`src/rtl/pc_seq_pkg.sv`:
```
// Shared program-flow definitions: opcode constants, fault encodings and sequencer states.
// The instruction register imports the same opcode constants.
package pc_seq_pkg;

  localparam int unsigned OPC_W = 12;
  localparam int unsigned CODE_W = 22;

  localparam logic [OPC_W-1:0]  BSR_OPCODE = 12'b011100000000;
  localparam logic [CODE_W-1:0] RET_CODE   = 22'b0000011000000000000000;

  localparam logic [1:0] FAULT_NONE = 2'b00;
  localparam logic [1:0] FAULT_OVF  = 2'b01;
  localparam logic [1:0] FAULT_UNF  = 2'b10;

  typedef enum logic [1:0] {
    BOOT  = 2'd0,
    RUN   = 2'd1,
    FAULT = 2'd2
  } state_t;

endpackage

```
`src/rtl/pc_sequencer_ret_stack.sv`:
```
// Return-address LIFO with a registered depth pointer.
// Storage is not reset; only the depth pointer defines which entries are valid.
module ret_stack #(
  parameter int unsigned DATA_W = 10,
  parameter int unsigned DEPTH  = 4
) (
  input  logic                      clk,
  input  logic                      rst_n,
  input  logic                      clr,
  input  logic                      push,
  input  logic                      pop,
  input  logic [DATA_W-1:0]         data_in,
  output logic [DATA_W-1:0]         top,
  output logic [$clog2(DEPTH):0]    depth,
  output logic                      full,
  output logic                      empty
);

  localparam int unsigned PTR_W = $clog2(DEPTH);
  localparam int unsigned CNT_W = PTR_W + 1;

  logic [DATA_W-1:0] mem [DEPTH];
  logic [CNT_W-1:0]  cnt;
  logic              do_push;
  logic              do_pop;

  assign full    = (cnt == CNT_W'(DEPTH));
  assign empty   = (cnt == '0);
  assign depth   = cnt;
  assign do_push = push && !full && !clr;
  assign do_pop  = pop && !empty && !clr && !push;
  assign top     = mem[PTR_W'(cnt - CNT_W'(1))];

  always_ff @(posedge clk or negedge rst_n) begin
    if (!rst_n) begin
      cnt <= '0;
    end else if (clr) begin
      cnt <= '0;
    end else if (do_push) begin
      cnt <= cnt + CNT_W'(1);
    end else if (do_pop) begin
      cnt <= cnt - CNT_W'(1);
    end
  end

  always_ff @(posedge clk) begin
    if (do_push) begin
      mem[PTR_W'(cnt)] <= data_in;
    end
  end

endmodule

```
`src/rtl/pc_sequencer.sv`:
```
// Program counter sequencer: owns the BOOT/RUN/FAULT FSM, the next-pc mux and
// BSR/RET decode on the prefetched code word, backed by a hardware return stack.
module pc_sequencer
  import pc_seq_pkg::*;
#(
  parameter int unsigned INSTR_W     = 22,
  parameter int unsigned PC_W        = 10,
  parameter int unsigned STACK_DEPTH = 4
) (
  input  logic                         CLK,
  input  logic                         RESET_n,
  input  logic                         HOLD,
  input  logic                         fault_clr,
  input  logic [INSTR_W-1:0]           pr_code,
  output logic [PC_W-1:0]              pc,
  output logic                         ir_load,
  output logic [$clog2(STACK_DEPTH):0] stack_depth,
  output logic                         stack_full,
  output logic                         stack_empty,
  output logic                         fault,
  output logic [1:0]                   fault_code
);

  state_t          state;
  logic            is_ret;
  logic            is_bsr;
  logic            step;
  logic            push;
  logic            pop;
  logic [PC_W-1:0] pc_inc;
  logic [PC_W-1:0] pc_bsr;
  logic [PC_W-1:0] stack_top;

  // RET has priority over BSR in decode
  assign is_ret  = (pr_code == RET_CODE);
  assign is_bsr  = !is_ret && (pr_code[INSTR_W-1:PC_W] == BSR_OPCODE);
  assign pc_inc  = pc + PC_W'(1);
  assign pc_bsr  = pc + pr_code[PC_W-1:0];

  assign ir_load = (state == RUN) && !HOLD;
  assign step    = ir_load && !fault_clr;
  assign push    = step && is_bsr && !stack_full;
  assign pop     = step && is_ret && !stack_empty;

  ret_stack #(
    .DATA_W (PC_W),
    .DEPTH  (STACK_DEPTH)
  ) u_stack (
    .clk     (CLK),
    .rst_n   (RESET_n),
    .clr     (fault_clr),
    .push    (push),
    .pop     (pop),
    .data_in (pc_inc),
    .top     (stack_top),
    .depth   (stack_depth),
    .full    (stack_full),
    .empty   (stack_empty)
  );

  // fault_clr restarts from any state and overrides HOLD and decode
  always_ff @(posedge CLK or negedge RESET_n) begin
    if (!RESET_n) begin
      state      <= BOOT;
      pc         <= '0;
      fault      <= 1'b0;
      fault_code <= FAULT_NONE;
    end else if (fault_clr) begin
      state      <= BOOT;
      pc         <= '0;
      fault      <= 1'b0;
      fault_code <= FAULT_NONE;
    end else begin
      case (state)
        BOOT: state <= RUN;
        RUN: begin
          if (!HOLD) begin
            if (is_ret) begin
              if (stack_empty) begin
                state      <= FAULT;
                fault      <= 1'b1;
                fault_code <= FAULT_UNF;
              end else begin
                pc <= stack_top;
              end
            end else if (is_bsr) begin
              if (stack_full) begin
                state      <= FAULT;
                fault      <= 1'b1;
                fault_code <= FAULT_OVF;
              end else begin
                pc <= pc_bsr;
              end
            end else begin
              pc <= pc_inc;
            end
          end
        end
        FAULT: state <= FAULT;
        default: state <= BOOT;
      endcase
    end
  end

endmodule

```
`config.mk`:
```
export PLATFORM = sky130hd
export DESIGN_NAME = pc_sequencer
export DESIGN_NICKNAME = d
export VERILOG_FILES = /design/src/rtl/pc_seq_pkg.sv /design/src/rtl/pc_sequencer_ret_stack.sv /design/src/rtl/pc_sequencer.sv
export SDC_FILE = /design/constraint.sdc
export NUM_CORES = 1
export LEC_CHECK = 0
export CAP_MARGIN = 20
export CORE_MARGIN = 1
export CORE_UTILIZATION = 45
export CTS_BUF_LIST = sky130_fd_sc_hd__clkbuf_8
export DETAILED_ROUTE_END_ITERATION = 8
export HOLD_SLACK_MARGIN = 0.05
export PLACE_DENSITY = 0.8
export SLEW_MARGIN = 10
export SYNTH_ARGS = -nofsm -noshare
export SYNTH_HDL_FRONTEND = slang
export SYNTH_SLANG_ARGS = --single-unit
export TNS_END_PERCENT = 20
```
`constraint.sdc`:
```
create_clock -name CLK -period 2.7 [get_ports CLK]
set_input_delay 0.405 -clock CLK [delete_from_list [all_inputs] [get_ports CLK]]
set_output_delay 0.405 -clock CLK [all_outputs]
set_load 0.01 [all_outputs]
```
==> impl_metrics.toml, run 1 <==
[final_layout]
synthToLayoutAreaGrowth_pct = 28.53
drive_above_1_share_pct = 17.46
finalInstanceArea_um2 = 4183
antenna_cells = 0
nets = 394
final_cell_mix = "clkdlybuf4s50_1 (44), edfxtp_1 (40), nand2_1 (25), nor2_1 (25), buf_4 (24)"
n_fill_cell = 568
final_common_cell = "clkdlybuf4s50_1"

[critical_path]
crit_buf_inv = 2
crit_type = "primary input to register"
crit_path_end_kind = "register"
critPathSlowestCell = "or4_4"
reg2reg_from = "pc[1]"
rr_worst_depth = 9
crit_chain = "clkdlybuf4s50_1 -> or4_4 -> or2_1 -> or2_1 -> nor4_2 -> buf_4 -> and2_2"
path_common_cell = "or2_1"
critical_path.max_fanout = 10
critPathTopFamily = "simple AND/OR/NAND/NOR gates"
rrSetupSlack_ps = 360
r2r-end = "pc[6]"
crit_path_start_kind = "primary input"
cp.required_ps = 2710
cpPeakStageDelay_ps = 540
cp.arrival_ps = 2640

[routing]
ant_nets = 0
first_pass_iters = 5
wirelength_um = 7591
drc_errors = 0
drt-initial-drc-count = 176
vias = 2539
via_per_inst = 5.630
wl_per_cell_um = 16.83

[logic_synthesis]
synth_top_area_share_pct = 36.91
avgSynthCellArea_um2 = 11.58
async_reset_ff_share_pct = 31.03
yosysWarningCount = 0
synth_edf_count = 40
syn_inst = 281
syn_area_um2 = 3254
ys_seq_area_share_pct = 50.75
synth_fp_nets = 325
synthFlopType = "edfxtp_1"
ys_top_cells_by_area = "edfxtp_1 (37%), dfrtp_1 (14%), mux4_2 (6.9%), ha_1 (6.5%), xnor2_1 (3.2%)"
yosys_register_bits = 58
synthDistinctLibCells = 56
synth_top_cell_by_area = "edfxtp_1"

[placement]
place_ws_ps = -237.1
dp_hpwl_um = 5735
gp_congestion = 0.8344
dpl_cell_area_um2 = 3995
portBuffers = 44

[worst_hold_path]
hold_depth = 2
worstHoldStart = "fault"
whs_endpoint = "fault"
hold_path.class = "register to register"

[die]
num_rows = 30
die_height_um = 87.04
die_x_um = 87.04
fp.dieArea_um2 = 7576
ios = 45
initial_core_util_pct = 47.12
fp.coreArea_um2 = 6907

[global_routing]
grt_usage_pct = 21.31
grt_max_degree = 19
grt_antenna_before_repair = 0
grt_overflow = 0
grt_pass1_wl_um = 12120
grt_pass1_vias = 2505

[pwr]
powerDensity_nw_per_um2 = 520.6
p_leak_nw = 1.641
total_power_mw = 2.178
peakVddDrop_uv = 334.7

[clock_tree]
cts_setup_buffers = 0
clk_pin_slew_ps = 60
clock_path_buffers = 2
htreeDepth = 3
worstSkewPairLatency_ps = 330
root_buffer = "clkbuf_8"
cts_sinks = 58
cts_tree = "built"
cts_inserted_buffers = 9

[status]
outcome = "finished, final reports clean"

[sta]
clock.fmax_mhz = 381.0
slew_viol_final = 0
fin_skew_ps = 9.025
worst_slack_ps = 75.00
finalCritPeriodShare_pct = 97.22
tightest_slew_ps = 901.6
finalSetupViolCount = 0
fin_crit_ps = 2625
grt_setup_unrepaired = "false"
relSlewSlack_pct = 39.71
hold_violations = 0

[run]
maxCapViolations = 0
==> cells in the mapped netlist, types with 2 or more instances <==
cell and count:
and3_1 2, a21oi_1 13, o31ai_1 4, nand2b_1 2, and2_1 5, nand3_1 6
nor2_1 25, o211ai_1 5, nor4_1 4, dfrtp_1 18, a22o_1 2, ha_1 17
xor2_1 5, buf_2 4, or2_1 2, xnor2_1 12, mux2i_1 3, mux4_2 10
inv_1 12, o41ai_1 2, nor2b_1 2, or3_1 4, a21o_1 3, nand4_1 5
a211oi_1 2, nand2_1 25, clkbuf_1 7, nor3_1 4, o21ai_0 10, edfxtp_1 40
==> flip-flops by register name (all words and copies together) (netlist names) <==
| register | count |
|---|---|
| u_stack.mem | 40 |
| fault_code | 2 |
| pc | 10 |
| u_stack.depth | 3 |
| fault | 1 |
| state | 2 |
==> worst reg2reg max path, delay by kind of cell (launching register included) <==
| family | cells | cell delay (ps) |
|---|---|---|
| AOI/OAI and AO/OA | 4 | 790 |
| xor gates and xnor gates | 1 | 200 |
| adders and majority gates | 1 | 440 |
| buffers and inverters | 1 | 130 |
| DFF | 1 | 460 |
| and+or+nand+nor | 2 | 200 |
==> routing by layer <==
metal | routed length [µm] | GRT usage [%] | vias to the layer above | part of all wire (%)
li1 | - | - | 1191 | -
met1 | 3378 | 27.42 | 1217 | 45
met2 | 3615 | 34.72 | 113 | 48
met3 | 439 | 3.791 | 18 | 5.8
met4 | 157 | 10.61 | 0 | 2.1
met5 | 0 | 0 | - | 0
==> report_power, final <==
part	internal, mW	total, mW	switching, mW
Clock	0.328	0.678	0.350
Combinational	0.216	0.457	0.242
Sequential	1.01	1.04	0.0365
==> area by class of cell <==
type	count	area [µm²]	area share, %
Clock inverter	7	45.04	1.077
Sequential cell	58	1652	39.49
Inverter	12	45.04	1.077
Clock buffer	9	123.9	2.961
Timing Repair Buffer	71	680.7	16.27
Tap cell	96	120.1	2.872
Multi-Input combinational cell	198	1516	36.25
==> kinds of logic (layout without fill, tap and decap cells) <==
family,Yosys count,in the layout,synth area share [%]
simple gates,94,94,14.38
flops,58,58,50.75
compound gates,56,56,12.03
buf+inv,25,99,3.268
fa+ha+maj,18,18,7.151
xor+xnor,17,17,4.575
mux,13,13,7.843
==> repair_timing <==
action / 4_1_cts / 5_1_grt
hold buffers: 0 / 0
endpoints found under the setup margin: 0 / 42
hold endpoints to repair: 0 / 0
resized for setup: 0 / 3
==> worst max path at each step <==
stage                      from           endpoint  slack, ps  depth (start not counted)
detailed placement  pr_code[12]  u_stack.mem[0][3]       -240                          7
global placement    pr_code[12]  u_stack.mem[0][4]       -190                          7
finish              pr_code[12]  u_stack.mem[0][9]         70                          7
CTS                 pr_code[12]  u_stack.mem[0][8]         90                          7
global route        pr_code[12]  u_stack.mem[0][9]       0.02                          7
floorplan           pr_code[12]  u_stack.mem[1][0]        -80                          7
==> through the flow <==
step / util (%) / TNS (ps) / std cells / hold WS (ps)
floorplan: - / -2414 / 281 / 109.4
global placement: 57.84 / -8769 / 435 / 495.7
detailed placement: 57.84 / -11440 / 435 / 495.9
CTS: 60.29 / 0 / 451 / 518.8
global route: 60.56 / 0 / 451 / 549.0
finish: 60.56 / 0 / 451 / 506.5
Power figures use the tool's default switching activity.
==> run 2: changes to the inputs <==
--- a/config.mk
+++ b/config.mk
@@ -12,6 +12,7 @@
 export DETAILED_ROUTE_END_ITERATION = 8
 export HOLD_SLACK_MARGIN = 0.05
 export PLACE_DENSITY = 0.8
+export SKIP_LAST_GASP = 1
 export SLEW_MARGIN = 10
 export SYNTH_ARGS = -nofsm -noshare
 export SYNTH_HDL_FRONTEND = slang
==> run 2 against run 1 <==
Compared with the run above: global-route usage did not move; worst setup slack gained 4.3 ps; count of clock-buffer cells in the layout unchanged; register-to-register slack hardly changed; clock skew hardly changed; sequential share of layout area up 0.12 points; die area did not move; clock power hardly changed; critical path depth stayed put; critical path type unchanged; largest cell class unchanged; largest power group unchanged; highest routed layer unchanged.
==> impl_metrics.toml, run 2 (synthesis gave the netlist of run 1 again) <==
[routing]
top_layer = "met4"
wirelength_um = 7556
wl_met1_um = 3396
drt-initial-drc-count = 160
wl_met2_um = 3607
ant_nets = 0
first_pass_iters = 4
drc_errors = 0
wl_per_cell_um = 16.75
met3_wirelength_um = 416
via_per_inst = 5.596
vias = 2524

[final_layout]
synthToLayoutAreaGrowth_pct = 28.14
max_flop_register = "u_stack.mem"
antenna_cells = 0
final_common_cell = "clkdlybuf4s50_1"
fin_util_pct = 60.38
nets = 394
final_cells = 451
finalInstanceArea_um2 = 4170
drive_above_1_share_pct = 16.90
final_cell_mix = "clkdlybuf4s50_1 (44), edfxtp_1 (40), nand2_1 (25), nor2_1 (25), buf_4 (24)"
largest_reg_flops = 40

[critical_path]
critical_path.max_fanout = 10
cp.arrival_ps = 2630
cp.required_ps = 2710
cpPeakStageDelay_ps = 540
critPathTopFamily = "simple AND/OR/NAND/NOR gates"
crit_path_end_kind = "register"
crit_buf_inv = 2
crit_chain = "clkdlybuf4s50_1 -> or4_4 -> or2_1 -> or2_1 -> nor4_2 -> buf_4 -> and2_2"
crit_path_start_kind = "primary input"
path_common_cell = "or2_1"
critPathSlowestCell = "or4_4"
crit_type = "primary input to register"

[die]
num_rows = 30
die_height_um = 87.04
fp.dieArea_um2 = 7576
initial_core_util_pct = 47.12
fp.coreArea_um2 = 6907
die_x_um = 87.04
ios = 45

[global_routing]
grt_antenna_before_repair = 0
grt_overflow = 0
grt_max_degree = 19
grt_pass1_wl_um = 12120
grt_pass1_vias = 2505
grt_usage_pct = 21.31

[clock_tree]
clk_pin_slew_ps = 60
clock_path_buffers = 2
cts_hold_buf = 0
htreeDepth = 3
worstSkewPairLatency_ps = 330
cts_setup_buffers = 0
cts_tree = "built"
cts_inserted_buffers = 9
root_buffer = "clkbuf_8"
cts_sinks = 58

[sta]
fin_crit_ps = 2621
relSlewSlack_pct = 40.17
finalSetupViolCount = 0
fin_skew_ps = 9.311
tightest_slew_ps = 894.6
hold_violations = 0
clock.fmax_mhz = 381.6
finalCritPeriodShare_pct = 97.06
slew_viol_final = 0
grt_setup_unrepaired = "true"
fin_setup_tns_ps = 0

[worst_hold_path]
hold_path.class = "register to register"

[pwr]
total_power_mw = 2.178
peakVddDrop_uv = 335.0
powerDensity_nw_per_um2 = 522.2
p_leak_nw = 1.634

[run]
maxCapViolations = 0

[placement]
gp_congestion = 0.8344
portBuffers = 44
dp_hpwl_um = 5735
placed_cells = 435
dpl_cell_area_um2 = 3995

[status]
outcome = "finished, final reports clean"
==> run 2: cell counts in the layout (fill, tap and decap cells not counted) <==
Identical to the previous run, type by type.
==> run 2: worst paths after layout <==
path	startpoint	to	slack (ps)	cells after the start
hold / removal	fault	fault	510	2
setup / recovery	pr_code[12]	u_stack.mem[0][9]	80	7
hold reg to reg	fault	fault	510	2
min in group asynchronous	RESET_n	state[0]	580	1
setup reg to reg	pc[1]	pc[6]	370	9
max in group asynchronous	RESET_n	pc[8]	1570	1
==> run 2: per-stage QoR <==
stage	hold slack, ps	worst slack, ps
3_5_place_dp	495.9	-237.1
3_3_place_gp	495.7	-185.6
6_report	509.4	79.32
4_1_cts	518.8	90.08
5_1_grt	549.0	-44.69
2_1_floorplan	109.4	-80.48
==> run 2: worst reg2reg max path, cell delays in order, from the launching register on <==
cell,delay [ps]
dfrtp_1,460
inv_1,120
fa_1,440
nor2b_1,120
o21ai_0,110
a21oi_1,260
nor2_1,80
xnor2_1,170
a21boi_0,110
o41ai_1,330
==> run 2: metal layers <==
layer	vias to the layer above	track usage, %
li1	1190	-
met1	1215	27.42
met2	105	34.72
met3	14	3.791
met4	0	10.61
met5	-	0
==> run 2: final cells by class <==
class                   instances  area [µm²]
clock inverters                 7       45.04
clock buffers                   9       123.9
repair buffers                 71       680.7
inverters                      12       45.04
flip-flops and latches         58        1652
multi-input cells             198        1504
fillers                       570        2736
well taps                      96       120.1
==> run 2: report_power, final <==
group / total, mW / switching (mW) / internal (mW)
Clock: 0.680 / 0.351 / 0.328
Combinational: 0.457 / 0.241 / 0.216
Sequential: 1.04 / 0.0363 / 1.01
Total: 2.18 / 0.628 / 1.55
==> run 2: what timing repair did <==
item | in CTS | in global routing
endpoints found under the hold margin | 0 | 0
setup endpoints to repair | 0 | 42
resized for setup | 0 | 1
==> run 3: changes to the inputs <==
--- a/config.mk
+++ b/config.mk
@@ -5,7 +5,6 @@
 export SDC_FILE = /design/constraint.sdc
 export NUM_CORES = 1
 export LEC_CHECK = 0
-export CAP_MARGIN = 20
 export CORE_MARGIN = 1
 export CORE_UTILIZATION = 45
 export CTS_BUF_LIST = sky130_fd_sc_hd__clkbuf_8
==> results of run 3 <==
No change in the layout: final DEF, timing and power equal those of run 2.
